## src/rtl/mem_arbiter_rr.sv

```systemverilog
// mem_arbiter_rr: N-master to single-slave memory bus arbiter.
// Fixed-priority or round-robin selection, one transfer per grant,
// with an optional watchdog that force-acks a stalled transfer.
module mem_arbiter_rr #(
  parameter int N_MASTERS = 2,
  parameter int ADDR_W    = 19,
  parameter int DATA_W    = 16,
  parameter int MODE      = 0,
  parameter int TIMEOUT   = 64
) (
  input  logic                             clk,
  input  logic                             reset,
  input  logic [N_MASTERS-1:0]             m_access,
  input  logic [N_MASTERS*ADDR_W-1:0]      m_addr,
  input  logic [N_MASTERS*DATA_W-1:0]      m_data_out,
  input  logic [N_MASTERS-1:0]             m_wr_en,
  input  logic [N_MASTERS*(DATA_W/8)-1:0]  m_bytesel,
  output logic [N_MASTERS*DATA_W-1:0]      m_data_in,
  output logic [N_MASTERS-1:0]             m_ack,
  output logic                             s_access,
  output logic [ADDR_W-1:0]                s_addr,
  output logic [DATA_W-1:0]                s_data_out,
  output logic                             s_wr_en,
  output logic [(DATA_W/8)-1:0]            s_bytesel,
  input  logic [DATA_W-1:0]                s_data_in,
  input  logic                             s_ack,
  output logic                             timeout_err
);

  localparam int          BSEL_W   = DATA_W / 8;
  localparam int unsigned NM       = N_MASTERS;
  localparam int          GW       = (N_MASTERS > 1) ? $clog2(N_MASTERS) : 1;
  localparam int          CW       = (TIMEOUT > 0) ? $clog2(TIMEOUT + 1) : 1;
  localparam logic [CW-1:0] CNT_LAST = (TIMEOUT > 0) ? CW'(TIMEOUT - 1) : '0;

  typedef enum logic {
    IDLE  = 1'b0,
    GRANT = 1'b1
  } state_t;

  state_t          state_q, state_d;
  logic [GW-1:0]   g_q, g_d;
  logic [GW-1:0]   last_q, last_d;
  logic [CW-1:0]   cnt_q, cnt_d;
  logic [GW-1:0]   winner;
  logic            found;
  logic [GW-1:0]   rr_start;
  logic            req_g;
  logic            in_grant;
  logic            timeout_hit;
  logic            done;

  assign in_grant = (state_q == GRANT);

  // Winner selection: lowest index, or first requester at/after rr_start.
  always_comb begin
    winner   = '0;
    found    = 1'b0;
    rr_start = (last_q == GW'(NM - 1)) ? '0 : last_q + GW'(1);
    if (MODE == 1) begin
      for (int unsigned k = 0; k < NM; k++) begin
        int unsigned cand;
        cand = 32'(rr_start) + k;
        if (cand >= NM) cand = cand - NM;
        for (int unsigned i = 0; i < NM; i++) begin
          if (!found && (cand == i) && m_access[i]) begin
            winner = GW'(i);
            found  = 1'b1;
          end
        end
      end
    end else begin
      for (int unsigned i = 0; i < NM; i++) begin
        if (!found && m_access[i]) begin
          winner = GW'(i);
          found  = 1'b1;
        end
      end
    end
  end

  // Slave bus mux from the granted master; all zero outside GRANT.
  always_comb begin
    req_g      = 1'b0;
    s_addr     = '0;
    s_data_out = '0;
    s_wr_en    = 1'b0;
    s_bytesel  = '0;
    if (in_grant) begin
      for (int unsigned i = 0; i < NM; i++) begin
        if (g_q == GW'(i)) begin
          req_g      = m_access[i];
          s_addr     = m_addr[i*ADDR_W +: ADDR_W];
          s_data_out = m_data_out[i*DATA_W +: DATA_W];
          s_wr_en    = m_wr_en[i];
          s_bytesel  = m_bytesel[i*BSEL_W +: BSEL_W];
        end
      end
    end
  end

  // Watchdog fires on the last counted cycle only if the slave stays silent.
  always_comb begin
    timeout_hit = (TIMEOUT > 0) && in_grant && req_g && !s_ack && (cnt_q == CNT_LAST);
    done        = in_grant && (s_ack || timeout_hit);
    s_access    = in_grant && req_g && !s_ack && !timeout_hit;
    timeout_err = timeout_hit;
  end

  // Ack and read-data return to the granted master only in its completion cycle.
  always_comb begin
    m_ack     = '0;
    m_data_in = '0;
    if (done) begin
      for (int unsigned i = 0; i < NM; i++) begin
        if (g_q == GW'(i)) begin
          m_ack[i] = 1'b1;
          m_data_in[i*DATA_W +: DATA_W] = timeout_hit ? {DATA_W{1'b1}} : s_data_in;
        end
      end
    end
  end

  // Next-state: arbitrate in IDLE; leave GRANT on ack, timeout or abort.
  always_comb begin
    state_d = state_q;
    g_d     = g_q;
    last_d  = last_q;
    cnt_d   = cnt_q;
    case (state_q)
      IDLE: begin
        cnt_d = '0;
        if (|m_access) begin
          state_d = GRANT;
          g_d     = winner;
        end
      end
      GRANT: begin
        cnt_d = cnt_q + CW'(1);
        if (done) begin
          // Only finished transfers move the rotation; aborts leave it alone.
          state_d = IDLE;
          last_d  = g_q;
        end else if (!req_g) begin
          state_d = IDLE;
        end
      end
      default: state_d = IDLE;
    endcase
  end

  // State registers; reset puts master 0 first in the rotation.
  always_ff @(posedge clk or posedge reset) begin
    if (reset) begin
      state_q <= IDLE;
      g_q     <= '0;
      last_q  <= GW'(NM - 1);
      cnt_q   <= '0;
    end else begin
      state_q <= state_d;
      g_q     <= g_d;
      last_q  <= last_d;
      cnt_q   <= cnt_d;
    end
  end

endmodule

```

## config.mk

```make
export PLATFORM = sky130hd
export DESIGN_NAME = mem_arbiter_rr
export DESIGN_NICKNAME = d
export VERILOG_FILES = /design/src/rtl/mem_arbiter_rr.sv
export SDC_FILE = /design/constraint.sdc
export NUM_CORES = 1
export LEC_CHECK = 0
export CAP_MARGIN = 10
export CORE_MARGIN = 2
export CORE_UTILIZATION = 24
export DETAILED_ROUTE_END_ITERATION = 10
export PLACE_DENSITY = 0.79
export SLEW_MARGIN = 20
export SYNTH_ARGS = -nofsm -noshare
export SYNTH_HDL_FRONTEND = slang
export SYNTH_SLANG_ARGS = --single-unit
```

## constraint.sdc

```tcl
create_clock -name clk -period 1.7 [get_ports clk]
set_input_delay 0.51 -clock clk [delete_from_list [all_inputs] [get_ports clk]]
set_output_delay 0.51 -clock clk [all_outputs]
set_load 0.05 [all_outputs]
```

==> results of run 1 <==
==> cell families after synthesis <==
group / count (synthesis)
simple gates: 76
compound gates: 41
mux: 39
buf+inv: 20
flops: 9
xor+xnor: 3
fa+ha+maj: 1
==> cells in the mapped netlist (2+ instances only) <==
| master | number |
|---|---|
| a21oi_1 | 25 |
| a21oi_2 | 11 |
| a31oi_1 | 2 |
| buf_1 | 3 |
| buf_2 | 8 |
| buf_6 | 3 |
| clkbuf_1 | 3 |
| dfrtp_1 | 9 |
| inv_1 | 2 |
| mux2i_1 | 39 |
| nand2_1 | 19 |
| nand3_1 | 2 |
| nand4b_4 | 2 |
| nor2_1 | 46 |
| xor2_1 | 2 |
==> stage by stage <==
stage / TNS [ps] / util [%] / hold WS (ps)
4_1_cts: -30310 / 97.3 / 554
3_5_place_dp: -27940 / 81.2 / 545
3_3_place_gp: -26240 / 81.2 / 512
2_1_floorplan: -13230 / - / 338
==> what timing repair did <==
action	CTS
cloned	5
resized for setup	152
buffers inserted	10
setup endpoints to repair	74
pin swaps	12
hold endpoints to repair	0
hold buffers	0
==> results.ini, run 1 <==
[cts]
clockBufferDepth=2
cts_root_buffer=clkbuf_8
clock_sinks=9
h-tree-depth=1
cts_buffers=3

[floorplan]
die_h_um=79.6
start_util_pct=24.9
die_w_um=79.6
pin_count=171
rows=27

[synthesis]
ys_seq_elements=9
synth-simple-area-share_pct=25.4
ys_warn_count=0
synth-xor-area-share_pct=1.91
yosysTopAreaCell=mux2i_1
synth_edf_count=0
synth_mux_area_share_pct=28.4
syn_nets=287
ys.flop_type=dfrtp_1
syn_area_um2=1370
synth_area_per_cell_um2=7.26
ys_seq_area_share_pct=16.4
synth_top_family_by_area=multiplexers
ys_types=28
synth.area.top_cells=mux2i_1 (28%), dfrtp_1 (16%), nor2_1 (13%)
synth_adder_area_share_pct=0.912
synthCells=189
synth-compound-area-share_pct=18.8
synth_top_area_share_pct=28.4
async_flop_share_pct=100

[run_status]
error=[ERROR DPL-0038] Utilization greater than 100%, impossible to legalize
stop_stage=5_1_grt
outcome=stopped before the end

[global_route]
grt_max_degree=19

[placed_design]
hpwlAfterDp_um=6340
dp_slack_ps=-643
dp.cells=439
placed_area_um2=4470
io_buffers=170
place_congestion=0.746

[sta]
worst_endpoint_kind=top-level output
worst_endpoint=m_data_in[5]

==> inputs of run 2 (changes only) <==
Settings changed: CORE_UTILIZATION 24 to 20, PLACE_DENSITY 0.79 to unset, PLACE_DENSITY_LB_ADDON set to 0.15.
Clock period 1.7 ns to 2.2 ns, I/O delays scaled along.
==> results.ini, run 2 <==
[routing]
drt-initial-drc-count=42
drt_first_pass_iters=4
drc_errors=0
viasPerCell=4.51
vias=2056
ant_nets=0
drt-total-wl_um=6440
wire_per_inst_um=14.1

[sta]
rsz0062_at_grt=true
max_freq_ghz=0.418
clock_skew_ps=4.06
final_hold_viol_count=0
worst_pin_slew_ps=488
min_period_ps=2390
setup_viol=36
timing.final.crit_share_pct=109
maxSlewViolCount=0
max-slew-margin-rel_pct=67.4
fin_tns_setup_ps=-5380
worst_slack_ps=-195

[pwr]
pwr_density_cell_nw_per_um2=675
vdd_drop_max_mv=0.482
total_power_mw=2.78
p_leak_nw=1.92

[layout]
fin_area_um2=4120
largest_reg_flops=7
layout.cells.non_filler=456
fill_cells=547
finish.utilization_pct=61.4
num_antenna_cells=0
final_layout_size_suffix_gt1_share_pct=40.4
final_cell_mix=clkdlybuf4s50_1 (69), nor2_1 (44), buf_4 (42)
final_common_cell=clkdlybuf4s50_1
largest-register=cnt_q
area_growth_pct=200
nets=475

[synthesis]
synthCells=189
yosysTopAreaCell=mux2i_1
ys_seq_elements=9
async_flop_share_pct=100
synth.area.top_cells=mux2i_1 (28%), dfrtp_1 (16%), nor2_1 (13%)
yosysMostFrequentCell=nor2_1
ys_warn_count=0
syn_area_um2=1370
ys_types=28
synth_area_per_cell_um2=7.26
ys.flop_type=dfrtp_1
synth_edf_count=0
syn_nets=287
synthTopCellsByCount=nor2_1 (46), mux2i_1 (39), a21oi_1 (25)
ys_seq_area_share_pct=16.4
synth_top_area_share_pct=28.4

[global_route]
grt_usage_pct=16.2
grt_pass1_vias=2096
antenna_found_initial=0
grt.overflow.total=0
grt_max_degree=27
grt_pass1_wl_um=9890

[cts]
clock_sinks=9
hold_buffers=0
cts_buffers=3
clockBufferDepth=2
cts_root_buffer=clkbuf_8
clk_transition_reported_paths_ps=50
clock_latency_ps=230
h-tree-depth=1
tritoncts=built

[setup_path]
start_kind=flip-flop
cp-end-kind=output pin
worstSetupPathType=reg2out
cp.arrival_ps=1730
required_ps=1540
cp_max_fo=8

[run_status]
outcome=finished with violations
violations=negative setup slack

[floorplan]
rows=30
die_w_um=86.8
start_util_pct=20.4
die_h_um=86.8
core_um2=6720
dieArea_um2=7540
pin_count=171

[placed_design]
hpwlAfterDp_um=5190
placed_area_um2=3770
io_buffers=170
place_congestion=0.765
dp.cells=447

[run]
max_cap_viol_count=0

[min_path]
hp-class=reg2reg

## run 2: cell counts after synthesis
Identical to the previous run, type by type.
## run 2: layout make-up
| type | instances | area, um^2 | area share [%] |
|---|---|---|---|
| Clock buffer | 4 | 45.0 | 1.09 |
| Tap cell | 80 | 100 | 2.43 |
| Inverter | 2 | 7.51 | 0.182 |
| Multi-Input combinational cell | 160 | 1360 | 33.1 |
| Timing Repair Buffer | 201 | 2380 | 57.8 |
| Sequential cell | 9 | 226 | 5.49 |
## run 2: logic make-up (layout without fill, tap and decap cells)
family,Yosys count,after routing,synth area share (%)
flip-flops,9,9,16.4
buffers and inverters,20,207,8.11
AO/OA/AOI/OAI,41,41,18.8
XOR/XNOR,3,3,1.91
multiplexers,39,39,28.4
adder cells (fa/ha/maj),1,1,0.911
AND/OR/NAND/NOR,76,76,25.4
## run 2: what timing repair did
item,4_1_cts,5_1_grt
resized for setup,39,46
pin swaps,9,13
buffers inserted,3,2
endpoints found under the setup margin,36,54
## run 2: stage by stage
step                      hold slack [ps]  setup WS, ps
after detailed placement              520          -477
final                                 524          -195
after global placement                511          -467
after CTS                             528          -206
after floorplan                       434          -271
after global routing                  552          -310
## run 2: path summary, 6_finish.rpt
kind / end / from / cells after the start / slack [ps]
max in group asynchronous: g_q$_DFFE_PP0P_ / reset / 2 / 1250
setup reg to reg: cnt_q[6]$_DFF_PP0_ / cnt_q[1]$_DFF_PP0_ / 6 / 870
hold / removal: cnt_q[0]$_DFF_PP0_ / cnt_q[0]$_DFF_PP0_ / 2 / 520
hold reg to reg: cnt_q[0]$_DFF_PP0_ / cnt_q[0]$_DFF_PP0_ / 2 / 520
min in group asynchronous: cnt_q[6]$_DFF_PP0_ / reset / 2 / 680
setup / recovery: m_data_in[1] / cnt_q[1]$_DFF_PP0_ / 6 / -190
## run 2: worst max-delay path: stages, from the launching register on
cell and delay [ps]:
dfrtp_1 340, ha_2 180, and4_4 260, nand4b_4 190, buf_4 210, a21oi_4 170, buf_12 150
## run 2: metal layers
metal	vias to the layer above	track usage, %	wire length, um
met5	-	0	0
met4	0	3.84	30
met3	3	4.10	535
met2	101	29.8	3390
met1	924	18.6	2480
li1	1028	-	-
## run 2: where the power goes
group          total [mW]  internal, mW  switching [mW]
sequential          0.226         0.196          0.0298
clock               0.193         0.126          0.0663
combinational        2.37         0.950            1.42
Power figures use the tool's default switching activity.
